===== src/rtl/video_pkg.sv =====
// rtl/video_pkg.sv - shared constants, widths and state encoding for the RGBI scan doubler
package video_pkg;

  localparam int LINE_PIXELS  = 256;
  localparam int OUT_H_TOTAL  = 402;
  localparam int OUT_HS_START = 330;
  localparam int OUT_HS_WIDTH = 48;

  // Bit positions inside a 4-bit RGBI pixel
  localparam int RGBI_RED       = 3;
  localparam int RGBI_GREEN     = 2;
  localparam int RGBI_BLUE      = 1;
  localparam int RGBI_INTENSITY = 0;

  localparam int IDX_W  = $clog2(LINE_PIXELS);
  localparam int ADDR_W = IDX_W + 1;
  localparam int PTR_W  = $clog2(LINE_PIXELS + 1);
  localparam int HCNT_W = $clog2(OUT_H_TOTAL);

  typedef logic [PTR_W-1:0]  ptr_t;
  typedef logic [HCNT_W-1:0] hcnt_t;

  localparam ptr_t  PTR_FULL = ptr_t'(LINE_PIXELS);
  localparam hcnt_t H_LAST   = hcnt_t'(OUT_H_TOTAL - 1);
  localparam hcnt_t HS_BEGIN = hcnt_t'(OUT_HS_START);
  localparam hcnt_t HS_END   = hcnt_t'(OUT_HS_START + OUT_HS_WIDTH);

  typedef enum logic [1:0] {
    IDLE  = 2'd0,
    PASS0 = 2'd1,
    PASS1 = 2'd2
  } state_t;

endpackage


===== src/rtl/line_buffer_ram.sv =====
// rtl/line_buffer_ram.sv - ping-pong line store, one write port and one registered read port
module line_buffer_ram
  import video_pkg::*;
(
  input  logic              clk,
  input  logic              wr_en,
  input  logic [ADDR_W-1:0] wr_addr,
  input  logic [3:0]        wr_data,
  input  logic [ADDR_W-1:0] rd_addr,
  output logic [3:0]        rd_data
);

  // Address is {buffer select, pixel index}; contents are never cleared.
  logic [3:0] mem [2*LINE_PIXELS];

  // Synchronous write plus registered read
  always_ff @(posedge clk) begin
    if (wr_en) begin
      mem[wr_addr] <= wr_data;
    end
    rd_data <= mem[rd_addr];
  end

endmodule


===== src/rtl/rgbi_scan_doubler.sv =====
// rtl/rgbi_scan_doubler.sv - captures each RGBI line and replays it twice at double line rate
module rgbi_scan_doubler
  import video_pkg::*;
(
  input  logic       master_clock,
  input  logic       reset,
  input  logic       in_pix_en,
  input  logic       in_active,
  input  logic [3:0] in_rgbi,
  input  logic       in_hsync,
  input  logic       in_vsync,
  output logic [3:0] out_rgbi,
  output logic       out_hsync,
  output logic       out_vsync,
  output logic       overflow,
  output logic       resync,
  output logic       rate_err
);

  state_t     state, state_next;
  hcnt_t      hcnt, hcnt_next;
  ptr_t       wr_ptr, rd_len;
  logic       wr_sel, rd_sel;
  logic       hsync_prev, pix_en_prev, vsync_lat;
  logic       line_end, pix_wr;
  logic       pass_active, pix_valid_d, hsync_d, vsync_load;
  logic       pix_valid;
  logic [3:0] ram_q;

  assign line_end = !in_hsync && hsync_prev;
  assign pix_wr   = in_pix_en && in_active && (wr_ptr < PTR_FULL);

  line_buffer_ram u_ram (
    .clk     (master_clock),
    .wr_en   (pix_wr),
    .wr_addr ({wr_sel, wr_ptr[IDX_W-1:0]}),
    .wr_data (in_rgbi),
    .rd_addr ({rd_sel, hcnt[IDX_W-1:0]}),
    .rd_data (ram_q)
  );

  // Replay state and horizontal counter registers
  always_ff @(posedge master_clock) begin
    if (reset) begin
      state <= IDLE;
      hcnt  <= '0;
    end else begin
      state <= state_next;
      hcnt  <= hcnt_next;
    end
  end

  // Next replay state: a line end always restarts the first pass
  always_comb begin
    state_next = state;
    hcnt_next  = hcnt;
    if (line_end) begin
      state_next = PASS0;
      hcnt_next  = '0;
    end else begin
      case (state)
        PASS0: begin
          if (hcnt == H_LAST) begin
            state_next = PASS1;
            hcnt_next  = '0;
          end else begin
            hcnt_next = hcnt + 1'b1;
          end
        end
        PASS1: begin
          if (hcnt == H_LAST) begin
            state_next = IDLE;
            hcnt_next  = '0;
          end else begin
            hcnt_next = hcnt + 1'b1;
          end
        end
        default: hcnt_next = '0;
      endcase
    end
  end

  // Output decode for the current hcnt; registered on the next edge
  always_comb begin
    pass_active = (state == PASS0) || (state == PASS1);
    pix_valid_d = pass_active && (hcnt < rd_len);
    hsync_d     = !(pass_active && (hcnt >= HS_BEGIN) && (hcnt < HS_END));
    vsync_load  = (state == PASS0) && (hcnt == '0);
  end

  // Output registers; the RAM's registered read lines up with pix_valid
  always_ff @(posedge master_clock) begin
    if (reset) begin
      pix_valid <= 1'b0;
      out_hsync <= 1'b1;
      out_vsync <= 1'b1;
    end else begin
      pix_valid <= pix_valid_d;
      out_hsync <= hsync_d;
      if (vsync_load) begin
        out_vsync <= vsync_lat;
      end
    end
  end

  assign out_rgbi = pix_valid ? ram_q : 4'h0;

  // Capture side: write pointer, buffer swap on line end, sticky error flags
  always_ff @(posedge master_clock) begin
    if (reset) begin
      wr_sel      <= 1'b0;
      wr_ptr      <= '0;
      rd_sel      <= 1'b0;
      rd_len      <= '0;
      hsync_prev  <= 1'b1;
      pix_en_prev <= 1'b0;
      vsync_lat   <= 1'b1;
      overflow    <= 1'b0;
      resync      <= 1'b0;
      rate_err    <= 1'b0;
    end else begin
      hsync_prev  <= in_hsync;
      pix_en_prev <= in_pix_en;
      if (in_pix_en && pix_en_prev) begin
        rate_err <= 1'b1;
      end
      if (in_pix_en && in_active && (wr_ptr == PTR_FULL)) begin
        overflow <= 1'b1;
      end
      if (line_end) begin
        // A coincident pixel lands in the old buffer and counts toward its length
        rd_len    <= wr_ptr + ptr_t'(pix_wr);
        rd_sel    <= wr_sel;
        wr_sel    <= ~wr_sel;
        wr_ptr    <= '0;
        vsync_lat <= in_vsync;
        if ((state == PASS0) || ((state == PASS1) && (hcnt != H_LAST))) begin
          resync <= 1'b1;
        end
      end else if (pix_wr) begin
        wr_ptr <= wr_ptr + 1'b1;
      end
    end
  end

endmodule


===== config.mk =====
export PLATFORM = sky130hd
export DESIGN_NAME = rgbi_scan_doubler
export DESIGN_NICKNAME = d
export VERILOG_FILES = /design/src/rtl/video_pkg.sv /design/src/rtl/line_buffer_ram.sv /design/src/rtl/rgbi_scan_doubler.sv
export SDC_FILE = /design/constraint.sdc
export NUM_CORES = 2
export LEC_CHECK = 0
export CAP_MARGIN = 20
export CORE_AREA = 2 2 395 397
export CTS_CLUSTER_SIZE = 16
export DETAILED_ROUTE_END_ITERATION = 16
export DIE_AREA = 0 0 397 399
export DONT_BUFFER_PORTS = 1
export PLACE_DENSITY = 0.72
export SLEW_MARGIN = 30
export SYNTH_ARGS = -nofsm -noshare
export SYNTH_HDL_FRONTEND = slang
export SYNTH_SLANG_ARGS = --single-unit

===== constraint.sdc =====
create_clock -name master_clock -period 3.2 [get_ports master_clock]
set_input_delay 0.96 -clock master_clock [delete_from_list [all_inputs] [get_ports master_clock]]
set_output_delay 0.96 -clock master_clock [all_outputs]
set_load 0.01 [all_outputs]

* Word level (Yosys, flattened, before mapping)
Memories as Yosys holds them, arrays and structs flattened. A register that Yosys moved wholly into a read port is not among the register bits. Index checks and enable logic that the tools add are counted.
Storage, ports and cells: register bits 40, memory bits (writable) 2048, logic and storage cells 65, memories kept 1
Memories:
- u_ram.mem | depth 512, width 4, read ports 1, clocked after memory_dff 1, wr ports 1, RTL line line_buffer_ram.sv:14 | logic [3:0] mem [2*LINE_PIXELS];
Operators by class: $add $sub $neg 3, $lt $le $gt $ge 4, equality and inequality tests 9, mux-type cells 7, bitwise gates (word level) 2, reductions and logical operators 23
Operator list (number):
- $add A9 B1 Y9 const B | 2
- $eq A9 B9 Y1 const B | 2
- $lt A9 B9 Y1 const B | 2
- $logic_and A1 B1 Y1 | 10
- $add A9 B1 Y9 | 1
- $ge A9 B9 Y1 const B | 1
- $logic_not A9 Y1 | 1
- $lt A9 B9 Y1 | 1
- $ne A9 B9 Y1 const B | 1
- $ne A3 B3 Y1 const B | 2
- $reduce_and A3 Y1 | 2
- $mux W2 | 2
- $mux W4 | 1
- $ne A2 B2 Y1 const B | 2
- $pmux W2 S2 | 1
- $reduce_or A2 Y1 | 2
- $reduce_or A4 Y1 | 1
- $mux W1 | 3
- $reduce_bool A3 Y1 | 1
- $eq A2 B1 Y1 const B | 1
- $eq A2 B2 Y1 const B | 1
- $logic_not A1 Y1 | 2
- $logic_or A1 B1 Y1 | 2
- $not A1 Y1 | 2
- other kinds (2) | 2

* Depth between registers and ports, before layout
word-level depth 5, gate-level depth with buffers 13, mapped depth without buffers 9

* Modules after synthesis
From an unflattened synthesis, not the netlist that was laid out.
Unflattened totals: cells, all modules 4639, area total of the unflattened synthesis 83616.4 sq um
By module, submodules not included:
- line_buffer_ram | times used 1, cells each 4403, area each 81604.5 sq um, seq. area each 61579.1 sq um
- rgbi_scan_doubler | times used 1, cells each 236, area each 2011.9 sq um, seq. area each 800.8 sq um

* Worst setup path after synthesis
Ideal clock, no wire load.
path kind input-to-reg, from input port in_pix_en, to register rd_len[8], arrival time 2.731 ns, required time 3.109 ns, slack 0.378 ns, stages 8, path buffers 1, path through nand2_1 nor2_1 clkbuf_1 ha_1 ha_1 nand4_1 or3_1 a311oi_1
Between the ends: cells in the longest elaborated chain, start to end 3
Ends and longest elaborated chain:
- start: declaration | RTL line rgbi_scan_doubler.sv:7 | input logic in_pix_en,
- $logic_and A1 B1 Y1 (2 in series) | RTL line rgbi_scan_doubler.sv:31 | assign pix_wr = in_pix_en && in_active && (wr_ptr < PTR_FULL);
- via pix_wr | RTL line rgbi_scan_doubler.sv:25 | logic line_end, pix_wr;
- $add A9 B1 Y9 | RTL line rgbi_scan_doubler.sv:132 | rd_len <= wr_ptr + ptr_t'(pix_wr);
- end signal: assignment | RTL line rgbi_scan_doubler.sv:132
- end: declaration | RTL line rgbi_scan_doubler.sv:22 | ptr_t wr_ptr, rd_len;
The timed path passes the listed nets, and every way through them passes these cells. A chain may end at the register's enable or synchronous reset.

==> impl_metrics.tcl <==
set metrics [dict create \
    grt_overflow 0 \
    muxShareOfSynthArea_pct 16.2 \
    status "finished with violations" \
    final_max_slew_viol_count 190 \
    syn-cell-area_um2 82700 \
    setup_ws_ps 81.6 \
    synth_top_area_cell "edfxtp_1" \
    start_util_pct 53.8 \
    cpLargestDelayFamily "buffers and inverters" \
    whs_ps 196 \
    fmax_mhz 321 \
    finalCritPeriodShare_pct 97.5 \
    die_h_um 399 \
    fin_total_pwr_mw 54.0 \
    syn2layout_area_growth_pct 13.0 \
    holdBufCountCts 0 \
    synth_top_family_by_area "multiplexers" \
    dpl.hpwl_mm 123 \
    clock_skew_ps 37.9 \
    dp_cells 6188 \
    cp_slowest_stage_delay_ps 500 \
    fin_crit_ps 3120 \
    antenna_found_initial 3 \
    synth_edf_count 2048 \
    avgSynthCellArea_um2 20.0 \
    io_pins 19 \
    rrSetupSlack_ps 80 \
    synth_compound_gate_area_share_pct 1.93 \
    synth-async-reset-ratio_pct 0 \
    track_usage_pct 26.1 \
    ys_types 59 \
    cp-startpoint "hcnt[0]$_SDFF_PP0_" \
    final_nets 4394 \
    ys_seq_elements 2092 \
    yosys-top-cells-area "edfxtp_1 74%, mux4_2 15%, nor2_1 2.6%" \
    rr_worst_depth 12 \
    worstSkewPairLatency_ps 850 \
    synthCells 4134 \
    final_common_cell "edfxtp_1" \
    stdcell_area_um2 93500 \
    total_leakage_power_nw 28.4 \
    crit_type "register to register" \
    portBuffers 0 \
    placed_area_um2 86900 \
    synth_xor_area_share_pct 0.180 \
    fin_cells 6574 \
    cts_tree "built" \
    core_um2 154000 \
    drive_gt1_share_pct 26.1 \
    crit-reg2reg-launch "hcnt[0]$_SDFF_PP0_" \
    maxSlewHeadroom_pct -26.8 \
    start_kind "register" \
    clkTransAtPathRegs_ps 60 \
    fp.dieArea_um2 158000 \
    crit_slowest_cell "mux4_2" \
    wl_per_cell_um 31.3 \
    setup_violations 0 \
    synthSimpleGateAreaFrac_pct 4.17 \
    violations "slew limit" \
    crit_cells 12 \
    crit_path_end_kind "register" \
    wl_mm 206 \
    grt_max_degree 513 \
    dpl_worst_slack_ps -325 \
    final_cell_mix "2048 x edfxtp_1, 561 x nor2_1, 556 x mux4_2, 245 x buf_4, 204 x clkbuf_16" \
    p_per_area_nw_per_um2 578 \
    first_iter_violations 5903 \
    peakVddDrop_mv 0.583 \
    final_antenna_net_count 0 \
    numCtsBuffers 200 \
    cts.sinks 2092 \
    num_rows 144 \
    synth_nets 4164 \
    finalHoldViolCount 0 \
    min_path_type "input pin to register" \
    via_per_inst 6.51 \
    worstPathCellList "buf_8 -> buf_16 -> mux4_2 -> and2_1 -> a2111oi_2 -> buf_4 -> a31oi_1 -> o211ai_1 -> buf_4 -> and3_1 -> o21ai_0 -> and3_1" \
    yosysWarnings 0 \
    synth.top_cell.area_share_pct 74.4 \
    endpoint "u_ram.rd_data[3]$_DFF_P_" \
    crit_buf_inv 4 \
    r2r_end "u_ram.rd_data[3]$_DFF_P_" \
    die_w_um 397 \
    cts_max_path_buffers 3 \
    synthAdderAreaFrac_pct 0.303 \
    ctsHtreeMaxLevel 4 \
    required_ps 3940 \
    synth_ff_type "edfxtp_1" \
    vias 42800 \
    drv_cap 0 \
    drcViolationCount 0 \
    crit_fanout 11 \
    worstPathArrival_ps 3850 \
    grt_pass1_wl_mm 297 \
    gp_congestion 0.874 \
    grt_pass1_vias 42800 \
    max_slew.worst_pin.slew_ps 1900 \
    n_fill_cell 10500 \
    seq_area_frac_synth_pct 75.4 \
    firstDrtPassIters 5 \
    cts_root_buf "clkbuf_16" \
]
## where the power goes
part	total (mW)	internal, mW	switching [mW]
registers	30.1	30.1	0.0213
logic	1.10	0.505	0.592
clock network	22.8	12.7	10.1
total	54.0	43.3	10.7
## per-layer routing
layer | global-route usage, % | wire length (um)
met1 | 36.4 | 78000
met2 | 40.7 | 97600
met3 | 5.80 | 22200
met4 | 10.0 | 8220
met5 | 0 | 11
## worst reg2reg max path: cells and delay by family, from the launching register on
kind                   cells  cell delay, ps
buffers and inverters      4             800
AOI/OAI and AO/OA          4             720
and+or+nand+nor            3             610
muxes                      1             510
DFF                        1             370
## through the flow
step           setup TNS, ps  utilization, %
2_1_floorplan              0               -
3_3_place_gp            -381            56.5
3_5_place_dp            -395            56.5
4_1_cts                    0            60.6
5_1_grt                -30.3            60.8
6_report                   0            60.8
## worst min path at each step
stage,from,depth (start not counted),slack (ps),end
after CTS,reset,1,170,state[0]$_SDFFE_PP0P_
after global placement,vsync_lat$_SDFFE_PP1P_,2,450,out_vsync$_SDFFE_PP1P_
after global routing,reset,1,190,wr_sel$_SDFFE_PP0P_
after detailed placement,vsync_lat$_SDFFE_PP1P_,2,460,out_vsync$_SDFFE_PP1P_
final,reset,1,200,state[0]$_SDFFE_PP0P_
after floorplan,hcnt[8]$_SDFF_PP0_,1,430,out_hsync$_SDFF_PP1_
## Yosys cell counts (all sizes together), types with 6 or more instances
library cell,number
a2111oi,8
a211oi,11
a21oi,28
a221oi,12
a22o,15
a22oi,38
a311oi,6
a31oi,14
a32o,6
a32oi,16
and2,14
and3,6
buf,142
clkbuf,135
dfxtp,44
edfxtp,2048
ha,20
inv,20
mux2i,82
mux4,556
nand2,142
nand2b,9
nand3,41
nand4,10
nor2,565
nor2b,22
nor3,12
o2111ai,6
o21ai,31
o22ai,7
or3,7
xnor2,8
xor2,9
## state kept, by name (all words and copies together), names as in the netlist, 2 cells and up
register and count:
u_ram.mem 2048, state 2, rd_len 9, wr_ptr 9
u_ram.rd_data 4, hcnt 9
## cells by family (layout without fill, tap and decap cells)
group | Yosys count | in the layout
buffers and inverters | 298 | 693
adder cells (fa/ha/maj) | 20 | 20
AND/OR/NAND/NOR | 842 | 842
AO/OA/AOI/OAI | 222 | 222
other | 0 | 1
XOR/XNOR | 17 | 17
multiplexers | 643 | 643
flip-flops | 2092 | 2092
## layout make-up
type                            instances  area (um2)  share of cell area (%)
Clock inverter                        103         928                   0.993
Inverter                               21        86.3                  0.0923
Clock buffer                          264        5340                    5.71
Sequential cell                      2092       62400                    66.7
Tap cell                             2044        2560                    2.74
Timing Repair Buffer                  305        3090                    3.31
Antenna cell                            1        2.50                 0.00268
Multi-Input combinational cell       1744       19100                    20.4
## repair_timing
item / CTS / global route
cloned: 0 / 2
pin swaps: 0 / 0
buffers inserted: 2 / 11
endpoints found under the setup margin: 4 / 4
gates resized for setup: 5 / 18
Power figures use the tool's default switching activity.
